**config.mk**
```make
export PLATFORM = sky130hd
export DESIGN_NAME = mfx_alu
export DESIGN_NICKNAME = d
export VERILOG_FILES = /design/src/rtl/mfx_pkg.sv /design/src/rtl/mfx_mul_seq.sv /design/src/rtl/mfx_alu.sv
export SDC_FILE = /design/constraint.sdc
export NUM_CORES = 1
export LEC_CHECK = 0
export ABC_AREA = 1
export CAP_MARGIN = 20
export CORE_UTILIZATION = 59
export DETAILED_ROUTE_END_ITERATION = 6
export GPL_TIMING_DRIVEN = 0
export MAX_ROUTING_LAYER = met4
export PLACE_DENSITY = 0.87
export SLEW_MARGIN = 20
export SYNTH_ARGS = -nofsm -noshare
export SYNTH_HDL_FRONTEND = slang
export SYNTH_SLANG_ARGS = --single-unit
```
**constraint.sdc**
```tcl
create_clock -name Clk -period 2.3 [get_ports Clk]
set_clock_uncertainty 0.05 [all_clocks]
set_input_delay 0.345 -clock Clk [delete_from_list [all_inputs] [get_ports Clk]]
set_output_delay 0.345 -clock Clk [all_outputs]
set_load 0.02 [all_outputs]
```
**src/rtl/mfx_pkg.sv**
```systemverilog
// Shared definitions for the mfx_alu execute-stage ALU: opcodes, multiplier
// state encoding, flag bit positions and flag write masks.
package mfx_pkg;

    localparam logic [3:0] OP_ADD   = 4'd0;
    localparam logic [3:0] OP_ADC   = 4'd1;
    localparam logic [3:0] OP_SUB   = 4'd2;
    localparam logic [3:0] OP_SBC   = 4'd3;
    localparam logic [3:0] OP_AND   = 4'd4;
    localparam logic [3:0] OP_OR    = 4'd5;
    localparam logic [3:0] OP_XOR   = 4'd6;
    localparam logic [3:0] OP_SWAP  = 4'd7;
    localparam logic [3:0] OP_ASR   = 4'd8;
    localparam logic [3:0] OP_LSR   = 4'd9;
    localparam logic [3:0] OP_ROR   = 4'd10;
    localparam logic [3:0] OP_PASSB = 4'd11;
    localparam logic [3:0] OP_MUL   = 4'd12;
    localparam logic [3:0] OP_MULS  = 4'd13;
    localparam logic [3:0] OP_MULSU = 4'd14;
    localparam logic [3:0] OP_RSVD  = 4'd15;

    typedef enum logic [1:0] {
        StIdle = 2'd0,
        StMult = 2'd1,
        StSign = 2'd2
    } mul_state_e;

    localparam int unsigned FLAG_C = 0;
    localparam int unsigned FLAG_Z = 1;
    localparam int unsigned FLAG_N = 2;
    localparam int unsigned FLAG_V = 3;

    localparam logic [3:0] WR_ARITH = 4'b1111;
    localparam logic [3:0] WR_LOGIC = 4'b1110;
    localparam logic [3:0] WR_MUL   = 4'b0011;
    localparam logic [3:0] WR_NONE  = 4'b0000;

endpackage

```
**src/rtl/mfx_mul_seq.sv**
```systemverilog
// Iterative shift-add multiplier: latch operand magnitudes, accumulate one
// multiplier bit per cycle, then apply the sign fix in a final cycle.
module mfx_mul_seq #(
    parameter int unsigned WIDTH = 8
) (
    input  logic                 clk,
    input  logic                 rst_n,
    input  logic                 start,
    input  logic                 a_signed,
    input  logic                 b_signed,
    input  logic                 flush,
    input  logic [WIDTH-1:0]     a,
    input  logic [WIDTH-1:0]     b,
    output logic                 busy,
    output logic                 fin,
    output logic [2*WIDTH-1:0]   prod
);
    import mfx_pkg::*;

    localparam int unsigned CW = $clog2(WIDTH + 1);

    mul_state_e          state_q;
    logic [2*WIDTH-1:0]  acc_q;
    logic [2*WIDTH-1:0]  mcand_q;
    logic [WIDTH-1:0]    mplier_q;
    logic [CW-1:0]       cnt_q;
    logic                neg_q;

    logic                sa, sb;
    logic [WIDTH-1:0]    mag_a, mag_b;

    always_comb begin
        sa    = a_signed & a[WIDTH-1];
        sb    = b_signed & b[WIDTH-1];
        mag_a = sa ? ('0 - a) : a;
        mag_b = sb ? ('0 - b) : b;
    end

    always_ff @(posedge clk or negedge rst_n) begin
        if (!rst_n) begin
            state_q  <= StIdle;
            acc_q    <= '0;
            mcand_q  <= '0;
            mplier_q <= '0;
            cnt_q    <= '0;
            neg_q    <= 1'b0;
        end else begin
            case (state_q)
                StIdle: begin
                    if (start) begin
                        acc_q    <= '0;
                        mcand_q  <= {{WIDTH{1'b0}}, mag_a};
                        mplier_q <= mag_b;
                        cnt_q    <= '0;
                        neg_q    <= sa ^ sb;
                        state_q  <= StMult;
                    end
                end
                StMult: begin
                    if (flush) begin
                        state_q <= StIdle;
                    end else begin
                        if (mplier_q[0]) begin
                            acc_q <= acc_q + mcand_q;
                        end
                        mcand_q  <= mcand_q << 1;
                        mplier_q <= mplier_q >> 1;
                        cnt_q    <= cnt_q + CW'(1);
                        if (cnt_q == CW'(WIDTH - 1)) begin
                            state_q <= StSign;
                        end
                    end
                end
                StSign:  state_q <= StIdle;
                default: state_q <= StIdle;
            endcase
        end
    end

    // Sign fix is applied combinationally while in StSign; the top registers it.
    always_comb begin
        busy = (state_q != StIdle);
        fin  = (state_q == StSign) && !flush;
        prod = neg_q ? ('0 - acc_q) : acc_q;
    end

endmodule

```
**src/rtl/mfx_alu.sv**
```systemverilog
// Execute-stage ALU: single-cycle arithmetic/logic/shift datapath with
// registered results, plus the sequential multiplier and output mux.
module mfx_alu #(
    parameter int unsigned WIDTH = 8,
    parameter int unsigned OPW   = 4
) (
    input  logic              Clk,
    input  logic              Reset_n,
    input  logic              Start,
    input  logic [OPW-1:0]    Op,
    input  logic [WIDTH-1:0]  A,
    input  logic [WIDTH-1:0]  B,
    input  logic              C_in,
    input  logic              Z_in,
    input  logic              Flush,
    output logic              Busy,
    output logic              Done,
    output logic [WIDTH-1:0]  Q,
    output logic [WIDTH-1:0]  Q_H,
    output logic [3:0]        Flags,
    output logic [3:0]        Flags_Wr
);
    import mfx_pkg::*;

    localparam int unsigned MSB = WIDTH - 1;
    localparam int unsigned HW  = WIDTH / 2;

    logic [3:0]          op4;
    logic [WIDTH:0]      sum_w, dif_w;
    logic [WIDTH-1:0]    res;
    logic [3:0]          fl, wr, mul_fl;
    logic                is_mul, alu_go, mul_go;
    logic                mul_busy, mul_fin;
    logic [2*WIDTH-1:0]  prod;

    assign op4 = 4'(Op);

    always_comb begin
        res    = B;
        fl     = '0;
        wr     = WR_NONE;
        is_mul = 1'b0;
        sum_w  = {1'b0, A} + {1'b0, B} + {{WIDTH{1'b0}}, (op4 == OP_ADC) & C_in};
        dif_w  = {1'b0, A} - {1'b0, B} - {{WIDTH{1'b0}}, (op4 == OP_SBC) & C_in};
        case (op4)
            OP_ADD, OP_ADC: begin
                res        = sum_w[WIDTH-1:0];
                fl[FLAG_C] = sum_w[WIDTH];
                fl[FLAG_V] = (A[MSB] == B[MSB]) && (res[MSB] != A[MSB]);
                wr         = WR_ARITH;
            end
            OP_SUB, OP_SBC: begin
                res        = dif_w[WIDTH-1:0];
                fl[FLAG_C] = dif_w[WIDTH];
                fl[FLAG_V] = (A[MSB] != B[MSB]) && (res[MSB] != A[MSB]);
                wr         = WR_ARITH;
            end
            OP_AND: begin res = A & B; wr = WR_LOGIC; end
            OP_OR:  begin res = A | B; wr = WR_LOGIC; end
            OP_XOR: begin res = A ^ B; wr = WR_LOGIC; end
            OP_SWAP: res = {A[HW-1:0], A[WIDTH-1:HW]};
            OP_ASR, OP_LSR, OP_ROR: begin
                if (op4 == OP_ASR) begin
                    res = {A[MSB], A[WIDTH-1:1]};
                end else if (op4 == OP_LSR) begin
                    res = {1'b0, A[WIDTH-1:1]};
                end else begin
                    res = {C_in, A[WIDTH-1:1]};
                end
                fl[FLAG_C] = A[0];
                fl[FLAG_V] = res[MSB] ^ A[0];
                wr         = WR_ARITH;
            end
            OP_MUL, OP_MULS, OP_MULSU: is_mul = 1'b1;
            default: res = B;
        endcase
        fl[FLAG_N] = res[MSB];
        fl[FLAG_Z] = (op4 == OP_SBC) ? (Z_in & (res == '0)) : (res == '0);
    end

    always_comb begin
        alu_go = Start && !mul_busy && !is_mul;
        mul_go = Start && !mul_busy && is_mul;
        mul_fl = '0;
        mul_fl[FLAG_C] = prod[2*WIDTH-1];
        mul_fl[FLAG_Z] = (prod == '0);
    end

    mfx_mul_seq #(
        .WIDTH(WIDTH)
    ) u_mul (
        .clk      (Clk),
        .rst_n    (Reset_n),
        .start    (mul_go),
        .a_signed ((op4 == OP_MULS) || (op4 == OP_MULSU)),
        .b_signed (op4 == OP_MULS),
        .flush    (Flush),
        .a        (A),
        .b        (B),
        .busy     (mul_busy),
        .fin      (mul_fin),
        .prod     (prod)
    );

    assign Busy = mul_busy;

    // Unwritten flag bits are reported as 0; Flags_Wr is only non-zero with Done.
    always_ff @(posedge Clk or negedge Reset_n) begin
        if (!Reset_n) begin
            Done     <= 1'b0;
            Q        <= '0;
            Q_H      <= '0;
            Flags    <= '0;
            Flags_Wr <= '0;
        end else begin
            Done     <= 1'b0;
            Flags_Wr <= '0;
            if (mul_fin) begin
                Q        <= prod[WIDTH-1:0];
                Q_H      <= prod[2*WIDTH-1:WIDTH];
                Flags    <= mul_fl;
                Flags_Wr <= WR_MUL;
                Done     <= 1'b1;
            end else if (alu_go) begin
                Q        <= res;
                Q_H      <= '0;
                Flags    <= fl & wr;
                Flags_Wr <= wr;
                Done     <= 1'b1;
            end
        end
    end

endmodule

```
==> results of run 1 <==
## placed cells by master, fill, tap and decap left out, drive strengths merged, types with 2 or more instances in the layout
cell           synthesis  final
o211ai                 8      8
nor2                  89     89
dfrtp                 71     71
nand4                 18     18
o31ai                  3      3
a22oi                  2      2
xor2                  12     12
buf                   11     28
nand2                235    235
nand3b                11     11
a21oi                 44     44
o22ai                 12     12
clkinv                 0      2
a21o                   2      2
a22o                   5      5
nand3                 89     89
a31oi                  2      2
nor3                   6      6
fa                     5      5
inv                  123    124
clkbuf                 8     24
clkdlybuf4s15          0      5
ha                    49     49
dlygate4sd2            0      2
clkinvlp               0      2
clkdlybuf4s50          0     30
a21boi                 2      2
o21bai                 2      2
o21ai                 81     81
## per-layer routing
layer  part of all wire  GRT usage
met1               0.44     0.4669
met2               0.46     0.5267
met3              0.084    0.06642
met4              0.020     0.1347
met5                  0          -
## power groups by stage
| stage | clock (mW) | sequential [mW] | combinational (mW) |
|---|---|---|---|
| 2_1_floorplan | 0 | 1.74 | 1.55 |
| 5_1_grt | 0.981 | 1.79 | 2.64 |
| 3_5_place_dp | 0 | 1.77 | 2.20 |
| 3_3_place_gp | 0 | 1.76 | 2.15 |
| 6_report | 0.922 | 1.76 | 2.35 |
| 4_1_cts | 0.925 | 1.75 | 2.24 |
## sequential cells by signal, summed over array words and instances, names as in the netlist
| register | cells |
|---|---|
| Q_H | 8 |
| u_mul.state_q | 2 |
| Flags | 4 |
| u_mul.neg_q | 1 |
| u_mul.mcand_q | 16 |
| u_mul.mplier_q | 8 |
| Done | 1 |
| u_mul.cnt_q | 4 |
| u_mul.acc_q | 16 |
| Q | 8 |
| Flags_Wr | 3 |
## kinds of logic after synthesis
logic type	after synthesis
flip-flops	71
adder cells (fa/ha/maj)	54
buffers and inverters	142
AND/OR/NAND/NOR	451
XOR/XNOR	12
AO/OA/AOI/OAI	169
## worst max-delay path: cells and delay by family
family / cells / cell delay, ns
adder cells (fa/ha/maj): 2 / 0.81
buffers and inverters: 2 / 0.13
AND/OR/NAND/NOR: 13 / 1.29
## path summary, 6_finish.rpt
kind	start	endpoint	slack [ns]
max in group asynchronous	Reset_n	Q[5]	1.21
max reg2reg	u_mul.acc_q[0]	u_mul.acc_q[10]	0.14
max	Op[2]	Flags[1]	-0.05
min	B[0]	u_mul.mplier_q[0]	0.35
min reg2reg	Q_H[2]	Q_H[2]	0.44
min in group asynchronous	Reset_n	u_mul.acc_q[11]	0.42
## through the flow
step | power [mW] | setup WS [ns]
6_report | 5.026 | -0.04729
5_1_grt | 5.407 | -0.1824
4_1_cts | 4.916 | 0.004640
3_5_place_dp | 3.973 | -1.087
2_1_floorplan | 3.293 | -0.02879
3_3_place_gp | 3.917 | -1.503
## repair_timing
item	in CTS	in global routing
endpoints found under the setup margin	12	13
gates resized for setup	84	45
pin swaps	8	16
buffers inserted	4	8
hold buffers	1	0
hold endpoints to repair	34	0
## final cells by class
type,count,area (sq um)
flip-flops and latches,71,1777
clock inverters,5,33.78
inverters,123,466.7
fillers,833,2688
multi-input cells,686,3949
well taps,133,166.4
plain buffers,16,82.58
repair buffers,64,609.3
clock buffers,10,137.6
==> summary.txt, run 1 <==
Run status
  – Outcome: finished with violations
  – Failing checks: setup timing

Timing
  – Worst-margin pin slew: 0.5625 ns
  – Relative slew margins: 0.6230
  – Max Clk Rate: 426.0 MHz
  – # setup viols final: 1
  – Endpoints failing hold: 0
  – Worst Slack Setup Final: -0.04729 ns
  – Count of final max-slew check failures: 0
  – WHS: 0.3485 ns
  – Crit share post-route: 1.021
  – Final min period: 2.347 ns
  – Setup TNS: -0.04729 ns
  – RSZ-0062 raised after global routing: yes

Worst setup path
  – Worst Path Required: roughly 2.5 ns
  – Crit path kind: primary input to register
  – Critical-path cell list: buf_12 > nor2_4 > nand3_4 > fa_2 > ha_4 > inv_2 > nand2_2 > nand2_2 > nand2_2 > nand2_1 > nor2_1 > nand3_1 > nor2_1 > nand2_1 > nor2_1 > nand4_1 > nand3_1
  – Worst path max stage delay: 0.51 ns
  – Worst setup SP type: primary input
  – Worst Setup End Kind: register
  – Reg2Reg Depth: 10
  – CP max FO: 4
  – Cell at the slowest stage of the critical path: fa_2
  – Critical Path AT: 2.59 ns

Global route
  – Gr ovfl total: 0
  – Largest net degree at the start of global routing: 38
  – GRT Util Overall: 0.3496
  – Vias in the first global route: 6075
  – Antenna violations before repair: 0
  – First-pass GRT wire length: approximately 29000 microns

Power and ir drop
  – Max VDD drop: roughly 0.38 mV
  – Internal power: 2.772 mW
  – Sequential power share: 0.349
  – Power density over the cells: 696.0 mW/mm^2
  – Sw Share: 0.4486
  – Leak Pwr: 3.606 nW
  – Gate power share: 0.467
  – Clock Power Share: 0.183
  – NetSw: 2.255 mW

Placed design
  – GPL Wtd Cong: 0.9974
  – I/O Buffers: 51
  – Dpl cells: 1084
  – Post-DP HPWL: between 10000 and 15000 microns
  – Dpl cell area: 0.006842 sq mm

Logic synthesis
  – Top post-synthesis cells by area: dfrtp_1 (29%), nand2_1 (14%), ha_1 (10%)
  – Simple-gate share of the synthesized area: 0.3286
  – Mapped cell area: roughly 0.006 sq mm
  – Register area share after synthesis: 0.2902
  – Share of the synthesized area in the top cell type: 0.2902
  – Adder-cell share of the synthesized area: 0.1165
  – Syn. warnings: 0
  – Compound-Gate Fraction of Synth Area: 0.1557
  – Mean Syn Cell Area: 6.811 sq um
  – Ys async rst share: 1.000
  – Ys flop type: dfrtp_1
  – Syn nets: between 900 and 1000
  – Flop and latch count out of synthesis: 71
  – Cell with the most instances after synthesis: nand2_1
  – Main combinational cell family by area after synthesis: simple AND/OR/NAND/NOR gates
  – Number of flops mapped to enable cells by yosys: 0
  – Top cells by count, synth: nand2_1 (230), inv_1 (107), nand3_1 (88)
  – Synth area leader: dfrtp_1
  – Post-synth cell types: 44
  – Post-Synthesis Cells: 899
  – Xor and xnor fraction of the mapped netlist area: 0.01716
  – Mux contribution to synthesized area: 0

Floorplan
  – Core ar.: 0.009910 sq mm
  – Die extent in x: 103.9 microns
  – Row count: 36
  – Top-Level Pins: 52
  – Die area: 0.01079 sq mm
  – Chip Height: 103.9 microns
  – Starting Density: 0.6179

Cells and area
  – Final Core Density: 0.7288
  – Antenna cells: 0
  – Layout cell share with drive strength beyond 1: 0.1364
  – Final cell count without fillers: roughly 1100
  – Area Growth Syn to Fin: 17.94%
  – Final Cell Area: around 0.0072 sq mm
  – Nets: between 1000 and 1500

Routing
  – Antenna Nets Post-Route: 0
  – Iter 0 DRT Violations: 623
  – DR DRC count: 0
  – Vias per cell: 5.794
  – Wirelength per Cell: roughly 16 microns
  – Vias: 6420
  – Initial DRT Pass Iterations: 5
  – Final wirelength: around 18000 microns

Job
  – # Max-Cap Violations: 0

Clock tree
  – Root Driver: clkbuf_8
  – Total CTS buffers: 9
  – Clock buffer depth: 2
  – # clock sinks: 71
  – CTS tree: built
  – Worst skew pair latency: 0.36 ns
  – Worst-path clk slew: 0.07 ns
  – CTS H-tree lvls: 3

Hold path
  – Class of the worst hold path: primary input to register
  – WHS Path Cells: 3
Note: power is estimated with default switching activity, not from simulation.
==> run 2: changes to the inputs <==
DONT_BUFFER_PORTS = 1   (was unset)
PLACE_DENSITY = 0.86   (was 0.87)
==> summary.txt, run 2 (synthesis results as in run 1) <==
Run status
  – Outcome: completed

Global route
  – First-pass GRT wire length: 28480 microns (-3.2%)
  – Vias in the first global route: 5765 (-5.1%)
  – GRT Util Overall: 0.3419 (-0.007697)
  – Gr ovfl total: 0 (unchanged)
  – Antenna violations before repair: 0 (unchanged)
  – Largest net degree at the start of global routing: 72 (+89%)

Worst setup path
  – Cell family with most CP delay: simple AND/OR/NAND/NOR gates
  – Cell at the slowest stage of the critical path: fa_2
  – Crit path kind: primary input to register
  – Worst setup SP type: primary input
  – Reg2Reg Depth: 11 (+1)
  – Critical-path cell list: buf_12 > nor2_4 > nand3_1 > fa_2 > fa_2 > xor2_1 > nor2_1 > nor2_1 > nand3_2 > nor2_1 > nand2_1 > nor2_1 > nand4_1 > nand3_1
  – R2r setup slk: 0.13 ns (about the same)
  – Worst Path Required: 2.55 ns (about the same)
  – R2R Path End: u_mul.acc_q[10]
  – FF-to-FF Start: u_mul.acc_q[0]
  – Critical Path AT: 2.50 ns (-0.09 ns)
  – Worst path max stage delay: 0.38 ns (-0.13 ns)
  – CP max FO: 5 (+1)
  – Critical Path Most Common Cell: nor2_1
  – Worst Setup End Kind: register
  – Buf+Inv Stages, Crit Path: 1 (-1)

Floorplan
  – Die extent in x: 103.9 microns (unchanged)
  – Core ar.: 0.009910 sq mm (unchanged)
  – Top-Level Pins: 52 (unchanged)
  – Chip Height: 103.9 microns (unchanged)
  – Starting Density: 0.6179 (unchanged)
  – Die area: 0.01079 sq mm (unchanged)
  – Row count: 36 (unchanged)

Routing
  – Antenna Nets Post-Route: 0 (unchanged)
  – Final wirelength: 17720 microns (-0.78%)
  – Wirelength per Cell: 16.80 microns (+4.2%)
  – Initial DRT Pass Iterations: 5 (unchanged)
  – Iter 0 DRT Violations: 618 (-0.80%)
  – Vias per cell: 6.006 (+3.6%)
  – Vias: 6336 (-1.3%)
  – DR DRC count: 0 (unchanged)

Cells and area
  – Area Growth Syn to Fin: 9.992%
  – Fill count: 861 (+3.4%)
  – Most frequent cells in the layout: nand2_1 (225), inv_1 (105), nand3_1 (82)
  – Commonest non-fill, non-tap cell in the layout: nand2_1
  – Final cell count without fillers: 1055 (-4.8%)
  – Largest registers in the final layout: u_mul.acc_q (16), u_mul.mcand_q (16)
  – Antenna cells: 0 (unchanged)
  – Area taken by multi-input logic gates: 0.003882 sq mm (-1.7%)
  – Register area: 0.001777 sq mm (unchanged)
  – Nets: 998 (-5.0%)
  – Layout cell share with drive strength beyond 1: 0.1009 (-0.03554)

Clock tree
  – # clock sinks: 71 (unchanged)
  – CTS tree: built
  – Root Driver: clkbuf_8
  – CTS H-tree lvls: 3 (unchanged)
  – Clock buffer depth: 2 (unchanged)
  – Worst-path clk slew: 0.08 ns (about the same)
  – Total CTS buffers: 9 (unchanged)
  – Worst skew pair latency: 0.36 ns (about the same)

Timing
  – RSZ-0062 raised after global routing: yes
  – Crit share post-route: 0.9810 (-0.03953)
  – Worst-margin pin slew: 0.5577 ns (-0.004807 ns)
  – Worst Slack Setup Final: 0.04362 ns (+0.09091 ns)
  – Relative slew margins: 0.6269 (+0.003875)
  – Max Clk Rate: 443.2 MHz (+4.0%)
  – Endpoints failing hold: 0 (unchanged)
  – # setup viols final: 0 (-1)
  – Count of final max-slew check failures: 0 (unchanged)
  – Final min period: 2.256 ns (-0.09091 ns)

Placed design
  – I/O Buffers: 0 (-100%)
  – Post-DP HPWL: 13200 microns (-2.9%)
  – Pre-CTS setup slack: -0.5119 ns (+0.5756 ns)
  – GPL Wtd Cong: 1.044 (+4.7%)
  – Dpl cells: 1032 (-4.8%)

Hold path
  – Hold_sp: B[7]
  – Class of the worst hold path: primary input to register
  – End point of the worst hold path: u_mul.mplier_q[7]
  – WHS Path Cells: 1 (-2)

Power and ir drop
  – Max VDD drop: 0.4359 mV (+15%)
  – Leak Pwr: 3.420 nW (-5.2%)
  – Power density over the cells: 772.8 mW/mm^2 (+11%)

Job
  – # Max-Cap Violations: 0 (unchanged)
run 2: worst register-to-register path: cells and delay by family (launching register included):
kind | cells | cell delay (ns)
DFF | 1 | 0.39
adders and majority gates | 2 | 0.64
and+or+nand+nor | 6 | 0.54
AOI/OAI and AO/OA | 3 | 0.47
run 2: metal layers:
layer	up-vias	share of wire	GRT usage
met5	-	0	-
met3	53	0.10	0.07206
met4	0	0.027	0.1398
li1	3018	-	-
met2	347	0.45	0.5252
met1	2918	0.42	0.4399
run 2: repair_timing:
| action | 4_1_cts | 5_1_grt |
|---|---|---|
| pin swaps | 1 | 11 |
| setup endpoints to repair | 2 | 10 |
| resized for setup | 4 | 23 |
| cloned | 0 | 0 |
| buffers inserted | 1 | 5 |
| hold buffers | 2 | 0 |
| hold endpoints to repair | 71 | 0 |
run 2: report_power, final:
group          switching (mW)  total [mW]  internal [mW]
clock network           0.510        1.26          0.746
logic                    1.40        2.12          0.720
registers               0.328        1.83           1.50
total                    2.23        5.21           2.97
run 2: how the worst max path moves through the flow:
stage	cells after the start	slack, ns	to	startpoint
2_1_floorplan	16	-0.03	Flags[1]	Op[3]
3_3_place_gp	14	-0.51	Flags[1]	Op[0]
3_5_place_dp	14	-0.51	Flags[1]	Op[0]
4_1_cts	13	0.02	Flags[1]	Op[3]
5_1_grt	11	-0.03	u_mul.acc_q[10]	u_mul.acc_q[0]
6_report	14	0.04	Flags[1]	Op[3]
run 2: through the flow:
step	total power, mW	setup TNS (ns)	hold slack, ns	instance area (sq um)	utilization
floorplan	3.293	-0.02879	-0.0005911	6147	-
global placement	3.712	-3.230	0.0009190	6314	0.6371
detailed placement	3.778	-3.415	0.0008173	6314	0.6371
CTS	5.100	0	0.09853	6615	0.6676
global route	5.538	-0.04155	0.09962	6735	0.6797
finish	5.205	0	0.1046	6735	0.6797
run 2: layout make-up:
class	count	share of cell area
plain buffers	19	0.01765
inverters	123	0.06892
clock inverters	5	0.01579
clock buffers	10	0.02043
well taps	133	0.02471
multi-input cells	686	0.5764
flip-flops and latches	71	0.2638
repair buffers	8	0.01226
==> run 3: changes to the inputs <==
SYNTH_HIERARCHICAL = 1   (was unset)
==> summary.txt, run 3 <==
Cells and area
  – Commonest non-fill, non-tap cell in the layout: nand2_1
  – Largest registers in the final layout: u_mul/acc_q (16), u_mul/mcand_q (16)
  – Antenna cells: 0 (unchanged)
  – Most frequent cells in the layout: nand2_1 (285), inv_1 (162), nor2_1 (86)
  – Nets: 1079 (+8.1%)
  – Final Cell Area: 0.006979 sq mm (+3.6%)
  – Layout cell share with drive strength beyond 1: 0.1087 (+0.007806)
  – Area Growth Syn to Fin: 10.28%

Logic synthesis
  – Share of the synthesized area in the top cell type: 0.2807 (-0.009408)
  – Syn. warnings: 6 (+6)
  – Post-synth cell types: 39 (-11%)
  – Cell with the most instances after synthesis: nand2_1
  – Ys async rst share: 1.000 (unchanged)
  – Synth area leader: dfrtp_1
  – Post-Synthesis Cells: 980 (+9.0%)
  – Mapped cell area: 0.006329 sq mm (+3.4%)
  – Flop and latch count out of synthesis: 71 (unchanged)
  – Syn nets: 1060 (+8.3%)
  – Mean Syn Cell Area: 6.458 sq um (-5.2%)
  – Top cells by count, synth: nand2_1 (299), inv_1 (168), nor2_1 (97)
  – Ys flop type: dfrtp_1
  – Top post-synthesis cells by area: dfrtp_1 (28%), nand2_1 (18%), inv_1 (10%)
  – Register area share after synthesis: 0.2807 (-0.009408)
  – Number of flops mapped to enable cells by yosys: 0 (unchanged)

Clock tree
  – Total CTS buffers: 9 (unchanged)
  – CTS tree: built
  – Clock buffer depth: 2 (unchanged)
  – Worst-path clk slew: 0.07 ns (about the same)
  – Root Driver: clkbuf_8
  – Worst skew pair latency: 0.35 ns (about the same)
  – CTS H-tree lvls: 3 (unchanged)
  – # clock sinks: 71 (unchanged)

Timing
  – Relative slew margins: 0.5743 (-0.05252)
  – Max Clk Rate: 427.7 MHz (-3.5%)
  – WHS: 0.1382 ns (+0.03365 ns)
  – Final min period: 2.338 ns (+0.08160 ns)
  – # setup viols final: 2 (+2)
  – RSZ-0062 raised after global routing: yes
  – Endpoints failing hold: 0 (unchanged)
  – Worst-margin pin slew: 0.6362 ns (+0.07849 ns)
  – Worst Slack Setup Final: -0.03799 ns (-0.08160 ns)
  – Count of final max-slew check failures: 0 (unchanged)
  – Crit share post-route: 1.017 (+0.03548)

Global route
  – First-pass GRT wire length: 27800 microns (-2.4%)
  – Vias in the first global route: 5885 (+2.1%)
  – Gr ovfl total: 0 (unchanged)
  – GRT Util Overall: 0.3235 (-0.01844)
  – Largest net degree at the start of global routing: 72 (unchanged)
  – Antenna violations before repair: 0 (unchanged)

Routing
  – DR DRC count: 0 (unchanged)
  – Vias per cell: 5.544 (-7.7%)
  – Wirelength per Cell: 15.11 microns (-10%)
  – Iter 0 DRT Violations: 594 (-3.9%)
  – Vias: 6315 (-0.33%)
  – Antenna Nets Post-Route: 0 (unchanged)
  – Initial DRT Pass Iterations: 5 (unchanged)
  – Final wirelength: 17210 microns (-2.9%)

Power and ir drop
  – Power density over the cells: 590.3 mW/mm^2 (-24%)
  – Leak Pwr: 3.792 nW (+11%)
  – Max VDD drop: 0.4182 mV (-4.1%)

Worst setup path
  – Worst Path Required: 2.53 ns (-0.02 ns)
  – Crit path kind: primary input to register
  – Critical Path AT: 2.57 ns (+0.07 ns)
  – Worst setup SP type: primary input
  – Worst Setup End Kind: register
  – CP max FO: 5 (unchanged)

Run status
  – Failing checks: setup timing
  – Outcome: finished with violations

Placed design
  – Pre-CTS setup slack: -0.4337 ns (+0.07821 ns)
  – GPL Wtd Cong: 1.021 (-2.2%)
  – Dpl cell area: 0.006551 sq mm (+3.8%)
  – I/O Buffers: 0 (unchanged)
  – Post-DP HPWL: 13170 microns (-0.25%)

Hold path
  – Class of the worst hold path: primary input to register

Floorplan
  – Die extent in x: 105.6 microns (+1.6%)
  – Top-Level Pins: 52 (unchanged)
  – Starting Density: 0.6103 (-0.007649)
  – Row count: 37 (+2.8%)
  – Core ar.: 0.01037 sq mm (+4.6%)
  – Die area: 0.01115 sq mm (+3.3%)
  – Chip Height: 105.6 microns (+1.6%)

Job
  – # Max-Cap Violations: 0 (unchanged)
## run 3: changes by cell type in the layout (fill, tap and decap cells not counted), sizes merged, moves of 5 or more
cell	previous run	this run
o21ai	81	57
nand3	89	83
nor2	89	99
nand4	18	11
o22ai	12	5
xnor2	0	5
o211ai	8	15
nand2	235	305
inv	123	175
## run 3: logic make-up (layout without fill, tap and decap cells)
logic type,count (synthesis),in the layout,share of synthesized area
adder cells (fa/ha/maj),54,54,0.1127
AND/OR/NAND/NOR,517,517,0.3418
flip-flops,71,71,0.2807
XOR/XNOR,19,19,0.02630
AO/OA/AOI/OAI,127,127,0.1172
buffers and inverters,192,215,0.1212
## run 3: timing repair
action	in CTS	in global routing
hold buffers	2	0
setup endpoints to repair	41	32
hold endpoints to repair	71	0
buffers inserted	0	6
cloned	0	0
pin swaps	2	17
resized for setup	12	43
## run 3: final timing paths
path,start,cells after the start,slack (ns),end
min in group asynchronous,Reset_n,2,0.51,u_mul/acc_q[9]
worst max-delay path,Op[1],18,-0.04,Flags[1]
worst min-delay path,Flush,3,0.14,u_mul/state_q[1]
max in group asynchronous,Reset_n,2,1.38,u_mul/state_q[0]
worst min register to register,u_mul/mplier_q[3],2,0.42,u_mul/mplier_q[3]
worst max register to register,u_mul/acc_q[4],13,0.02,Flags[1]
## run 3: where the power goes
part / internal, mW / switching [mW]
Clock: 0.409 / 0.467
Combinational: 0.560 / 1.00
Sequential: 1.45 / 0.228
Total: 2.42 / 1.70
## run 3: routing by layer
metal	global-route usage	vias to the layer above	wire [microns]
met3	0.06494	30	1326
met4	0.1171	0	380
met5	-	-	0
met1	0.4069	2915	7474
li1	-	3138	-
met2	0.5183	232	8025
## run 3: metrics by stage
stage          setup TNS (ns)  total power [mW]  instances  utilization
6_report             -0.04840             4.120       1139       0.6730
3_3_place_gp           -5.635             3.053       1116       0.6318
2_1_floorplan        -0.05307             2.765        980            -
4_1_cts                     0             4.017       1133       0.6542
5_1_grt               -0.3434             4.408       1139       0.6730
3_5_place_dp           -5.807             3.091       1116       0.6318
## run 3: final cells by class
class,count,area (sq um)
Multi-Input combinational cell,717,4000
Clock inverter,4,22.52
Tap cell,136,170.2
Timing Repair Buffer,8,82.58
Sequential cell,71,1779
Fill cell,913,3391
Clock buffer,11,141.4
Buffer,17,113.9
Inverter,175,669.4
## run 3: critical path, cell delays in order
cell and delay (ns):
buf_12 0.10, nand2_8 0.06, nor2_4 0.08, nand2_1 0.07
fa_2 0.57, inv_2 0.05, ha_4 0.15, inv_2 0.04
nand2_2 0.05, nand2_2 0.09, nand2_4 0.08, nand2_4 0.08
nand3_4 0.08, nand3_2 0.07, nand4_1 0.22, nor2_1 0.18
nand3_1 0.12, a21oi_2 0.14
